===== src/rtl/obstacle_pkg.sv =====
// +----------------------------------------------------------------------------+
// | obstacle_pkg: coordinate and vertex types shared by the obstacle culler.    |
// | Revision: 1.0                                                               |
// +----------------------------------------------------------------------------+
`default_nettype none

package obstacle_pkg;

    localparam int COORD_BITS = 32;

    typedef logic signed [COORD_BITS-1:0] coord_t;

    typedef struct packed {
        coord_t x;
        coord_t y;
    } vertex_t;

    function automatic coord_t coord_min(input coord_t a, input coord_t b);
        return (a < b) ? a : b;
    endfunction

    function automatic coord_t coord_max(input coord_t a, input coord_t b);
        return (a > b) ? a : b;
    endfunction

endpackage

`default_nettype wire


===== src/rtl/bbox_accumulator.sv =====
// +----------------------------------------------------------------------------+
// | bbox_accumulator: running obstacle bounding box and screen overlap test.    |
// | Revision: 1.0                                                               |
// +----------------------------------------------------------------------------+
`default_nettype none

module bbox_accumulator
    import obstacle_pkg::*;
(
    input  logic   clk_in,
    input  logic   rst_in,
    input  logic   accept_in,
    input  logic   first_in,
    input  coord_t x_in,
    input  coord_t y_in,
    input  coord_t screen_min_x,
    input  coord_t screen_max_x,
    input  coord_t screen_min_y,
    input  coord_t screen_max_y,
    output logic   overlap_out
);

    coord_t min_x_q, max_x_q, min_y_q, max_y_q;
    coord_t min_x_d, max_x_d, min_y_d, max_y_d;

    always_comb begin
        min_x_d = min_x_q;
        max_x_d = max_x_q;
        min_y_d = min_y_q;
        max_y_d = max_y_q;
        if (accept_in) begin
            if (first_in) begin
                min_x_d = x_in;
                max_x_d = x_in;
                min_y_d = y_in;
                max_y_d = y_in;
            end else begin
                min_x_d = coord_min(min_x_q, x_in);
                max_x_d = coord_max(max_x_q, x_in);
                min_y_d = coord_min(min_y_q, y_in);
                max_y_d = coord_max(max_y_q, y_in);
            end
        end
    end

    // Test the box including any vertex accepted this cycle, so a close that
    // coincides with the last vertex sees the complete box.
    assign overlap_out = (max_x_d >= screen_min_x) && (min_x_d <= screen_max_x) &&
                         (max_y_d >= screen_min_y) && (min_y_d <= screen_max_y);

    always_ff @(posedge clk_in or posedge rst_in) begin
        if (rst_in) begin
            min_x_q <= '0;
            max_x_q <= '0;
            min_y_q <= '0;
            max_y_q <= '0;
        end else begin
            min_x_q <= min_x_d;
            max_x_q <= max_x_d;
            min_y_q <= min_y_d;
            max_y_q <= max_y_d;
        end
    end

endmodule

`default_nettype wire


===== src/rtl/obstacle_screen_culler.sv =====
// +----------------------------------------------------------------------------+
// | obstacle_screen_culler: keeps on-screen obstacles, double-buffered output.  |
// | Revision: 1.0                                                               |
// +----------------------------------------------------------------------------+
`default_nettype none

module obstacle_screen_culler
    import obstacle_pkg::*;
#(
    parameter int WORLD_BITS              = COORD_BITS,
    parameter int MAX_NUM_VERTICES        = 8,
    parameter int MAX_OBSTACLES_ON_SCREEN = 2,
    localparam int C_OBS_IDX_W = (MAX_OBSTACLES_ON_SCREEN > 1) ? $clog2(MAX_OBSTACLES_ON_SCREEN) : 1,
    localparam int C_VTX_IDX_W = $clog2(MAX_NUM_VERTICES),
    localparam int C_VTX_CNT_W = C_VTX_IDX_W + 1,
    localparam int C_OBS_CNT_W = $clog2(MAX_OBSTACLES_ON_SCREEN) + 1
)(
    input  logic                          clk_in,
    input  logic                          rst_in,
    input  logic                          valid_in,
    input  logic signed [WORLD_BITS-1:0]  x_in,
    input  logic signed [WORLD_BITS-1:0]  y_in,
    input  logic signed [WORLD_BITS-1:0]  screen_min_x,
    input  logic signed [WORLD_BITS-1:0]  screen_max_x,
    input  logic signed [WORLD_BITS-1:0]  screen_min_y,
    input  logic signed [WORLD_BITS-1:0]  screen_max_y,
    input  logic                          done_in,
    input  logic [C_OBS_IDX_W-1:0]        rd_obstacle_in,
    input  logic [C_VTX_IDX_W-1:0]        rd_vertex_in,
    output logic signed [WORLD_BITS-1:0]  rd_x_out,
    output logic signed [WORLD_BITS-1:0]  rd_y_out,
    output logic [C_VTX_CNT_W-1:0]        rd_num_vertices_out,
    output logic [C_OBS_CNT_W-1:0]        num_obstacles_out,
    output logic                          overflow_out,
    output logic                          frame_valid_out
);

    vertex_t                  vtx_mem_q [2][MAX_OBSTACLES_ON_SCREEN][MAX_NUM_VERTICES];
    logic [C_VTX_CNT_W-1:0]   cnt_mem_q [2][MAX_OBSTACLES_ON_SCREEN];

    logic                     bank_q, bank_d;
    logic [C_OBS_CNT_W-1:0]   count_q, count_d;
    logic [C_VTX_CNT_W-1:0]   vidx_q, vidx_d;
    logic                     in_obs_q, in_obs_d;
    logic                     wovf_q, wovf_d;
    logic [C_OBS_CNT_W-1:0]   num_obs_q, num_obs_d;
    logic                     ovf_q, ovf_d;
    logic                     frame_valid_q, frame_valid_d;

    logic                     w_wr_bank;
    logic                     w_vtx_room;
    logic                     w_slot_room;
    logic                     w_close;
    logic                     w_overlap;
    logic                     w_vtx_we;
    logic                     w_cnt_we;
    logic [C_VTX_CNT_W-1:0]   w_close_cnt;

    assign w_wr_bank   = ~bank_q;
    assign w_vtx_room  = (vidx_q < C_VTX_CNT_W'(MAX_NUM_VERTICES));
    assign w_slot_room = (count_q < C_OBS_CNT_W'(MAX_OBSTACLES_ON_SCREEN));
    assign w_close     = (in_obs_q && !valid_in) || (done_in && (in_obs_q || valid_in));
    assign w_vtx_we    = valid_in && w_vtx_room && w_slot_room;
    assign w_close_cnt = (valid_in && w_vtx_room) ? vidx_q + 1'b1 : vidx_q;

    bbox_accumulator u_bbox (
        .clk_in       (clk_in),
        .rst_in       (rst_in),
        .accept_in    (valid_in),
        .first_in     (valid_in && !in_obs_q),
        .x_in         (x_in),
        .y_in         (y_in),
        .screen_min_x (screen_min_x),
        .screen_max_x (screen_max_x),
        .screen_min_y (screen_min_y),
        .screen_max_y (screen_max_y),
        .overlap_out  (w_overlap)
    );

    always_comb begin
        bank_d        = bank_q;
        count_d       = count_q;
        vidx_d        = vidx_q;
        in_obs_d      = in_obs_q;
        wovf_d        = wovf_q;
        num_obs_d     = num_obs_q;
        ovf_d         = ovf_q;
        frame_valid_d = 1'b0;
        w_cnt_we      = 1'b0;

        if (valid_in) begin
            in_obs_d = 1'b1;
            if (w_vtx_room) vidx_d = vidx_q + 1'b1;
            else            wovf_d = 1'b1;
        end

        if (w_close) begin
            in_obs_d = 1'b0;
            vidx_d   = '0;
            if (w_overlap) begin
                if (w_slot_room) begin
                    w_cnt_we = 1'b1;
                    count_d  = count_q + 1'b1;
                end else begin
                    wovf_d = 1'b1;
                end
            end
        end

        // Publish sees the working state after this cycle's accept and close.
        if (done_in) begin
            bank_d        = ~bank_q;
            num_obs_d     = count_d;
            ovf_d         = wovf_d;
            count_d       = '0;
            wovf_d        = 1'b0;
            vidx_d        = '0;
            frame_valid_d = 1'b1;
        end
    end

    always_ff @(posedge clk_in or posedge rst_in) begin
        if (rst_in) begin
            bank_q        <= 1'b0;
            count_q       <= '0;
            vidx_q        <= '0;
            in_obs_q      <= 1'b0;
            wovf_q        <= 1'b0;
            num_obs_q     <= '0;
            ovf_q         <= 1'b0;
            frame_valid_q <= 1'b0;
        end else begin
            bank_q        <= bank_d;
            count_q       <= count_d;
            vidx_q        <= vidx_d;
            in_obs_q      <= in_obs_d;
            wovf_q        <= wovf_d;
            num_obs_q     <= num_obs_d;
            ovf_q         <= ovf_d;
            frame_valid_q <= frame_valid_d;
        end
    end

    always_ff @(posedge clk_in) begin
        if (w_vtx_we)
            vtx_mem_q[w_wr_bank][count_q[C_OBS_IDX_W-1:0]][vidx_q[C_VTX_IDX_W-1:0]] <= '{x: x_in, y: y_in};
        if (w_cnt_we)
            cnt_mem_q[w_wr_bank][count_q[C_OBS_IDX_W-1:0]] <= w_close_cnt;
    end

    // Indices past the published obstacle or vertex count read back as zero.
    always_comb begin
        rd_num_vertices_out = '0;
        rd_x_out            = '0;
        rd_y_out            = '0;
        if (C_OBS_CNT_W'(rd_obstacle_in) < num_obs_q) begin
            rd_num_vertices_out = cnt_mem_q[bank_q][rd_obstacle_in];
            if ({1'b0, rd_vertex_in} < rd_num_vertices_out) begin
                rd_x_out = vtx_mem_q[bank_q][rd_obstacle_in][rd_vertex_in].x;
                rd_y_out = vtx_mem_q[bank_q][rd_obstacle_in][rd_vertex_in].y;
            end
        end
    end

    assign num_obstacles_out = num_obs_q;
    assign overflow_out      = ovf_q;
    assign frame_valid_out   = frame_valid_q;

endmodule

`default_nettype wire


===== config.mk =====
export PLATFORM = sky130hd
export DESIGN_NAME = obstacle_screen_culler
export DESIGN_NICKNAME = d
export VERILOG_FILES = /design/src/rtl/obstacle_pkg.sv /design/src/rtl/bbox_accumulator.sv /design/src/rtl/obstacle_screen_culler.sv
export SDC_FILE = /design/constraint.sdc
export NUM_CORES = 2
export LEC_CHECK = 0
export ABC_AREA = 1
export CORE_MARGIN = 2
export CORE_UTILIZATION = 35
export CTS_CLUSTER_SIZE = 25
export DETAILED_ROUTE_END_ITERATION = 6
export SLEW_MARGIN = 20
export SYNTH_ARGS = -nofsm -noshare
export SYNTH_HDL_FRONTEND = slang
export SYNTH_SLANG_ARGS = --single-unit

===== constraint.sdc =====
create_clock -name clk_in -period 8 [get_ports clk_in]
set_clock_uncertainty 0.1 [all_clocks]
set_input_delay 0.8 -clock clk_in [delete_from_list [all_inputs] [get_ports clk_in]]
set_output_delay 0.8 -clock clk_in [all_outputs]
set_load 0.02 [all_outputs]

Word level (Yosys, flattened, before mapping)
Memory sizes are Yosys's and may differ from the RTL's.
Cells that the tools add are included.
- bits in registers: 141
- memory bits (writable): 2064
- output and inout bits: 72
- memories: 2
- memories (memory ; words ; width ; rd ports ; clocked after Yosys merged registers in ; write ports ; RTL line ; RTL):
    vtx_mem_q ; 2 ; 1024 ; 1 ; 0 ; 1 ; obstacle_screen_culler.sv:38 ; vertex_t vtx_mem_q [2][MAX_OBSTACLES_ON_SCREEN][MAX_NUM_VERTICES];
    cnt_mem_q ; 2 ; 8 ; 1 ; 0 ; 1 ; obstacle_screen_culler.sv:39 ; logic [C_VTX_CNT_W-1:0] cnt_mem_q [2][MAX_OBSTACLES_ON_SCREEN];
- add/subtract/negate cells: 2
- magnitude comparators: 18
- mux-type cells: 57
- bitwise operators: 5
- reduce and logical (&&, ||, !) cells: 18
- operators by type and width (cell ; number):
    2-to-1 mux 512 bit ; 4
    2-to-1 mux 1024 bit ; 1
    demux 512 bit (select 1 bit) ; 1
    2-to-1 mux 32 bit ; 16
    binary-select mux 64 bit (select 3 bit) ; 1
    demux 64 bit (select 3 bit) ; 1
    2-to-1 mux 64 bit ; 3
    greater-or-equal comparator 32 bit ; 2
    greater-than comparator 32 bit ; 2
    less-or-equal comparator 32 bit ; 2
    less-than comparator 32 bit ; 2
    2-to-1 mux 4 bit ; 10
    2-to-1 mux 1 bit ; 14
    logical AND 1 bit ; 10
    greater-or-equal comparator 4 bit (second input constant) ; 2
    2-to-1 mux 2 bit ; 4
    2-to-1 mux 8 bit ; 1
    inverter 3 -> 4 bit ; 2
    nonzero test 3 bit ; 2
    adder 4 x 1 -> 4 bit (second input constant) ; 1
    demux 4 bit (select 1 bit) ; 1
    greater-or-equal comparator 2 bit (second input constant) ; 2
    less-than comparator 3 x 4 -> 1 bit ; 1
    less-than comparator 4 x 1 -> 1 bit (second input constant) ; 1
    other kinds (11) ; 14

Logic depth before layout (Yosys ltp)
- word-level depth: 12
- mapped depth: 37

Modules after synthesis
A second synthesis with hierarchy kept.
- cells, all modules: 8288
- area total of the unflattened synthesis: 94961.1 µm²
- by module, submodules not included (module ; times used ; cells each ; area an instance (µm²) ; seq. area each (µm²)):
    obstacle_screen_culler ; 1 ; 6720 ; 83341.2 ; 62304.8
    bbox_accumulator ; 1 ; 1568 ; 11619.9 ; 3203.1

Worst setup path after synthesis
OpenSTA, ideal clock, no wires.
- path kind: input to register
- from: in valid_in
- to: mem vtx_mem_q[0][100] (netlist name) (enable)
- setup time: 0.565 ns
- arrival time: 6.193 ns
- required time: 7.335 ns
- path slack: 1.142 ns
- stages on the path: 10
- cell sequence: buf_2 > inv_1 > nor2_1 > inv_1 > nor2_1 > inv_1 > nor2_1 > inv_1 > clkbuf_1 > nor3_1
- longest elaborated chain between the ends: 4
- ends and longest elaborated chain (item ; RTL line ; RTL):
    start, declared ; obstacle_screen_culler.sv:20 ; input logic valid_in,
    logical AND 1 bit (2 in series) ; obstacle_screen_culler.sv:63 ; assign w_vtx_we = valid_in && w_vtx_room && w_slot_room;
    2-to-1 mux 1 bit ; obstacle_screen_culler.sv:145 ; if (w_vtx_we)
    2-to-1 mux 1024 bit (not written as such) ; obstacle_screen_culler.sv:146 ; vtx_mem_q[w_wr_bank][count_q[C_OBS_IDX_W-1:0]][vidx_q[C_VTX_IDX_W-1:0]] <= '{x: x_in, y: y_in};
    end, declared ; obstacle_screen_culler.sv:38 ;
No other way between the ends.

Final worst setup path
- from: reg bank_q
- to: out rd_x_out[14]
- longest elaborated chain between the ends: 9
- elaborated cells between the ends (all ways): 14
- those cells by class: 1 x order compare; 11 x mux; 2 x memory
- ends and longest elaborated chain (item ; RTL line ; RTL):
    start, declared ; obstacle_screen_culler.sv:41 ; logic bank_q, bank_d;
    start signal, assigned ; obstacle_screen_culler.sv:133 ; bank_q <= bank_d;
    memory (2 x 1024 bit) ; -- ;
    2-to-1 mux 512 bit (not written as such) (3 in series) ; obstacle_screen_culler.sv:159 ; rd_x_out = vtx_mem_q[bank_q][rd_obstacle_in][rd_vertex_in].x;
    binary-select mux 64 bit (select 3 bit) ; obstacle_screen_culler.sv:159 ;
    2-to-1 mux 64 bit (2 in series) ; -- ;
    2-to-1 mux 32 bit (*) ; obstacle_screen_culler.sv:158 ; if ({1'b0, rd_vertex_in} < rd_num_vertices_out) begin
    2-to-1 mux 32 bit (*) ; obstacle_screen_culler.sv:156 ; if (C_OBS_CNT_W'(rd_obstacle_in) < num_obs_q) begin
    end, declared ; obstacle_screen_culler.sv:30 ; output logic signed [WORLD_BITS-1:0] rd_x_out,
Every way passes the cells marked *; elsewhere a longest branch is shown, timed or not. The select of a mux whose other input is x is not followed.

==> summary.md <==
| Metric | Value |
|---|---|
| Logic pwr share | 24.6% |
| Clock-pin slew on the worst setup and hold paths | 60 ps |
| Gr usage total | 21.1% |
| Beginning of the worst register-to-register path | in_obs_q$_DFFE_PP0P_ |
| Sequential area share after synthesis | 69.7% |
| Commonest non-fill, non-tap cell in the layout | edfxtp_1 |
| Int Pwr | 21.6 mW |
| TritonCTS clock tree | yes |
| Fin nets | 8,221 |
| Critical Path End Type | primary output |
| Cell Pwr Density | 296 nW/um2 |
| Crit Reg-Reg Endpoint | cnt_mem_q[0][2]$_DFFE_PP_ |
| Post-synthesis cell count | 7,567 |
| Leakage | 38.6 nW |
| Setup CP Type | flip-flop to primary output |
| GPL Wtd Cong | 0.885 |
| Grt met2 use | 35.0% |
| Power, Total | 32.0 mW |
| Psw | 10.4 mW |
| Most frequent cells in the layout | 2,064 x edfxtp_1, 2,051 x nand2_1, 1,229 x a21oi_1 |
| CTS Buf Count | 220 |
| Initial antenna violation count | 13 |
| PortBufs | 271 |
| Synthesized area per cell | 12.4 um2 |
| Total congestion overflow | 0 |
| Asr flop ratio synth | 6.39% |
| R2R depth | 23 |
| First-pass GRT wire length | 425,000 um |
| Core area | 267,000 um2 |
| Main flop type after synthesis | edfxtp_1 |
| ANT nets after route | 0 |
| Flop2flop setup slack | 1850 ps |
| Fin crit share | 83.8% |
| Max Cap Viol | 0 |
| Fmax | 149 MHz |
| Hpwl dp | 159,000 um |
| Worst setup SP type | flip-flop |
| Hold Crit Class | input port to asynchronous set/reset pin |
| Number of global-route vias before repair | 61.7k |
| Syn nets | 8,025 |
| Mapped Area | 93,900 um2 |
| Post-DR wirelength/cell | 25.7 um |
| Sw frac | 32.4% |
| Largest net degree at the start of global routing | 220 |
| H-tree depth | 4 |
| CTS root buf | clkbuf_16 |
| Synth unique cells | 47 |
| Crit-path cells | inv_16 > buf_12 > buf_4 > a21oi_1 > o311ai_0 > a21oi_1 > nor3_2 > clkdlybuf4s50_1 |
| Chip Width | 522 um |
| Max-Slew Margin vs Limit | 11.5% |
| Drt drc | 0 |
| Clk Latency, worst-skew pair | 890 ps |
| Met1 Use GR | 28.4% |
| DRT Wirelength | 296,000 um |
| CTS resizes | 0 |
| Flops & latches, synth | 2,205 |
| Initial DRC Count | 8,044 |
| Crit path DAT | 5800 ps |
| Share of post-route cells with drive strength above 1 | 7.85% |
| RSZ-0062 raised after global routing | no |
| Outcome | completed |
| Cell type of the slowest stage on the worst timing path | dfrtp_4 |
| Seq pwr share | 42.2% |
| GRT met3 Usage | 2.86% |
| Longest Clk Path Bufs | 3 |
| Worst-path maximum fanout | 193 |
| Drt via density | 5.53 |
| Layout area overhead | 14.9% |
| Post-synth EDFFs | 2,064 |
| Starting Density | 35.1% |
| Final setup TNS | 0 ps |
| Worst EP required | 7100 ps |
| Max-slew violation count | 0 |
| Postcts setup bufs | 0 |
| # setup viols final | 0 |
| Global route hottest layer | met2 |
| Peak VDD IR | 0.335 mV |
| Worst-Margin Slew | 1330 ps |
| Clock power frac | 33.2% |
| I/O pin count | 272 |
| Vias after detailed routing | 63.7k |
| Cts hold-fix bufs | 0 |
| Minimum clock period | 6700 ps |
| CP max stage delay | 720 ps |
| Drt pass-1 iters | 6 |
| Crit-path most repeated cell | a21oi_1 |
| Die height | 522 um |
| Die ar. | 273,000 um2 |
| Clock sink count | 2,205 |
| Ys Warns | 0 |
| Final hold violation count | 0 |
| Rows | 190 |
worst max-delay path by stage:
| stage | startpoint | end | slack, ps | depth (start not counted) |
|---|---|---|---|---|
| after global placement | y_in[15] | cnt_mem_q[1][4]$_DFFE_PP_ | 870 | 32 |
| final | bank_q$_DFFE_PP0P_ | rd_x_out[14] | 1300 | 8 |
| after floorplan | valid_in | vtx_mem_q[0][100]$_DFFE_PP_ | 1140 | 10 |
| after global routing | bank_q$_DFFE_PP0P_ | rd_y_out[22] | 1110 | 9 |
| after CTS | bank_q$_DFFE_PP0P_ | rd_x_out[27] | 1340 | 9 |
| after detailed placement | y_in[15] | cnt_mem_q[0][3]$_DFFE_PP_ | 820 | 32 |
cells in the mapped netlist (all sizes together), types with 87 or more instances:
master / instances / area, um2
a22oi: 126 / 946
clkbuf: 134 / 503
edfxtp: 2064 / 62000
a21oi: 1230 / 6170
nand2: 2054 / 7710
o311ai: 206 / 1800
a221o: 96 / 961
nand3: 145 / 741
ha: 258 / 3230
buf: 355 / 2090
o21ai: 87 / 439
inv: 272 / 1030
nor3: 104 / 771
nor2: 89 / 342
dfrtp: 141 / 3530
metrics by stage:
stage | hold WS [ps] | instance area [um2] | worst slack (ps) | util (%) | instances
after floorplan | 342 | 93900 | 1140 | - | 7567
after global routing | 343 | 108000 | 1110 | 40.3 | 11500
final | 305 | 108000 | 1300 | 40.4 | 11500
after global placement | 359 | 100000 | 865 | 37.6 | 11100
after detailed placement | 363 | 100000 | 819 | 37.6 | 11100
after CTS | 299 | 108000 | 1340 | 40.3 | 11500
cell families after synthesis:
group | count (synthesis) | share of synthesized area, %
DFF | 2205 | 69.7
adders and majority gates | 258 | 3.44
buffers and inverters | 761 | 3.85
AOI/OAI and AO/OA | 1916 | 12.5
xor gates and xnor gates | 2 | 0.0187
and+or+nand+nor | 2425 | 10.4
power groups by stage:
stage	Sequential [mW]	Combinational, mW	Clock, mW
CTS	13.5	7.78	10.7
detailed placement	13.7	7.75	0
finish	13.5	7.85	10.6
global placement	13.7	7.59	0
floorplan	13.6	5.53	0
global route	13.5	8.68	11.2
worst max-delay path, delay by kind of cell, from the launching register on:
kind	cells	cell delay (ps)
AND/OR/NAND/NOR	1	210
AO/OA/AOI/OAI	3	1010
flip-flops	1	720
buffers and inverters	4	2340
registers in the layout, indices dropped and copies added (netlist names), 2 cells and up:
| name | flops |
|---|---|
| cnt_mem_q | 16 |
| count_q | 2 |
| num_obstacles_out | 2 |
| u_bbox.max_x_q | 32 |
| u_bbox.max_y_q | 32 |
| u_bbox.min_x_q | 32 |
| u_bbox.min_y_q | 32 |
| vidx_q | 4 |
| vtx_mem_q | 2048 |
area by class of cell:
class | count | area (um2)
multi-input cells | 4601 | 25000
well taps | 3552 | 4440
fillers | 24700 | 160000
clock buffers | 262 | 5740
clock inverters | 148 | 1710
repair buffers | 463 | 4430
inverters | 272 | 1070
flip-flops and latches | 2205 | 65500
diodes | 3 | 7.51
per-layer routing:
metal / wire length [um] / up-vias
met5: 21 / -
li1: - / 28200
met1: 121000 / 32000
met4: 9640 / 4
met3: 22700 / 470
met2: 142000 / 2947
Note: power is estimated with default switching activity, not from simulation.
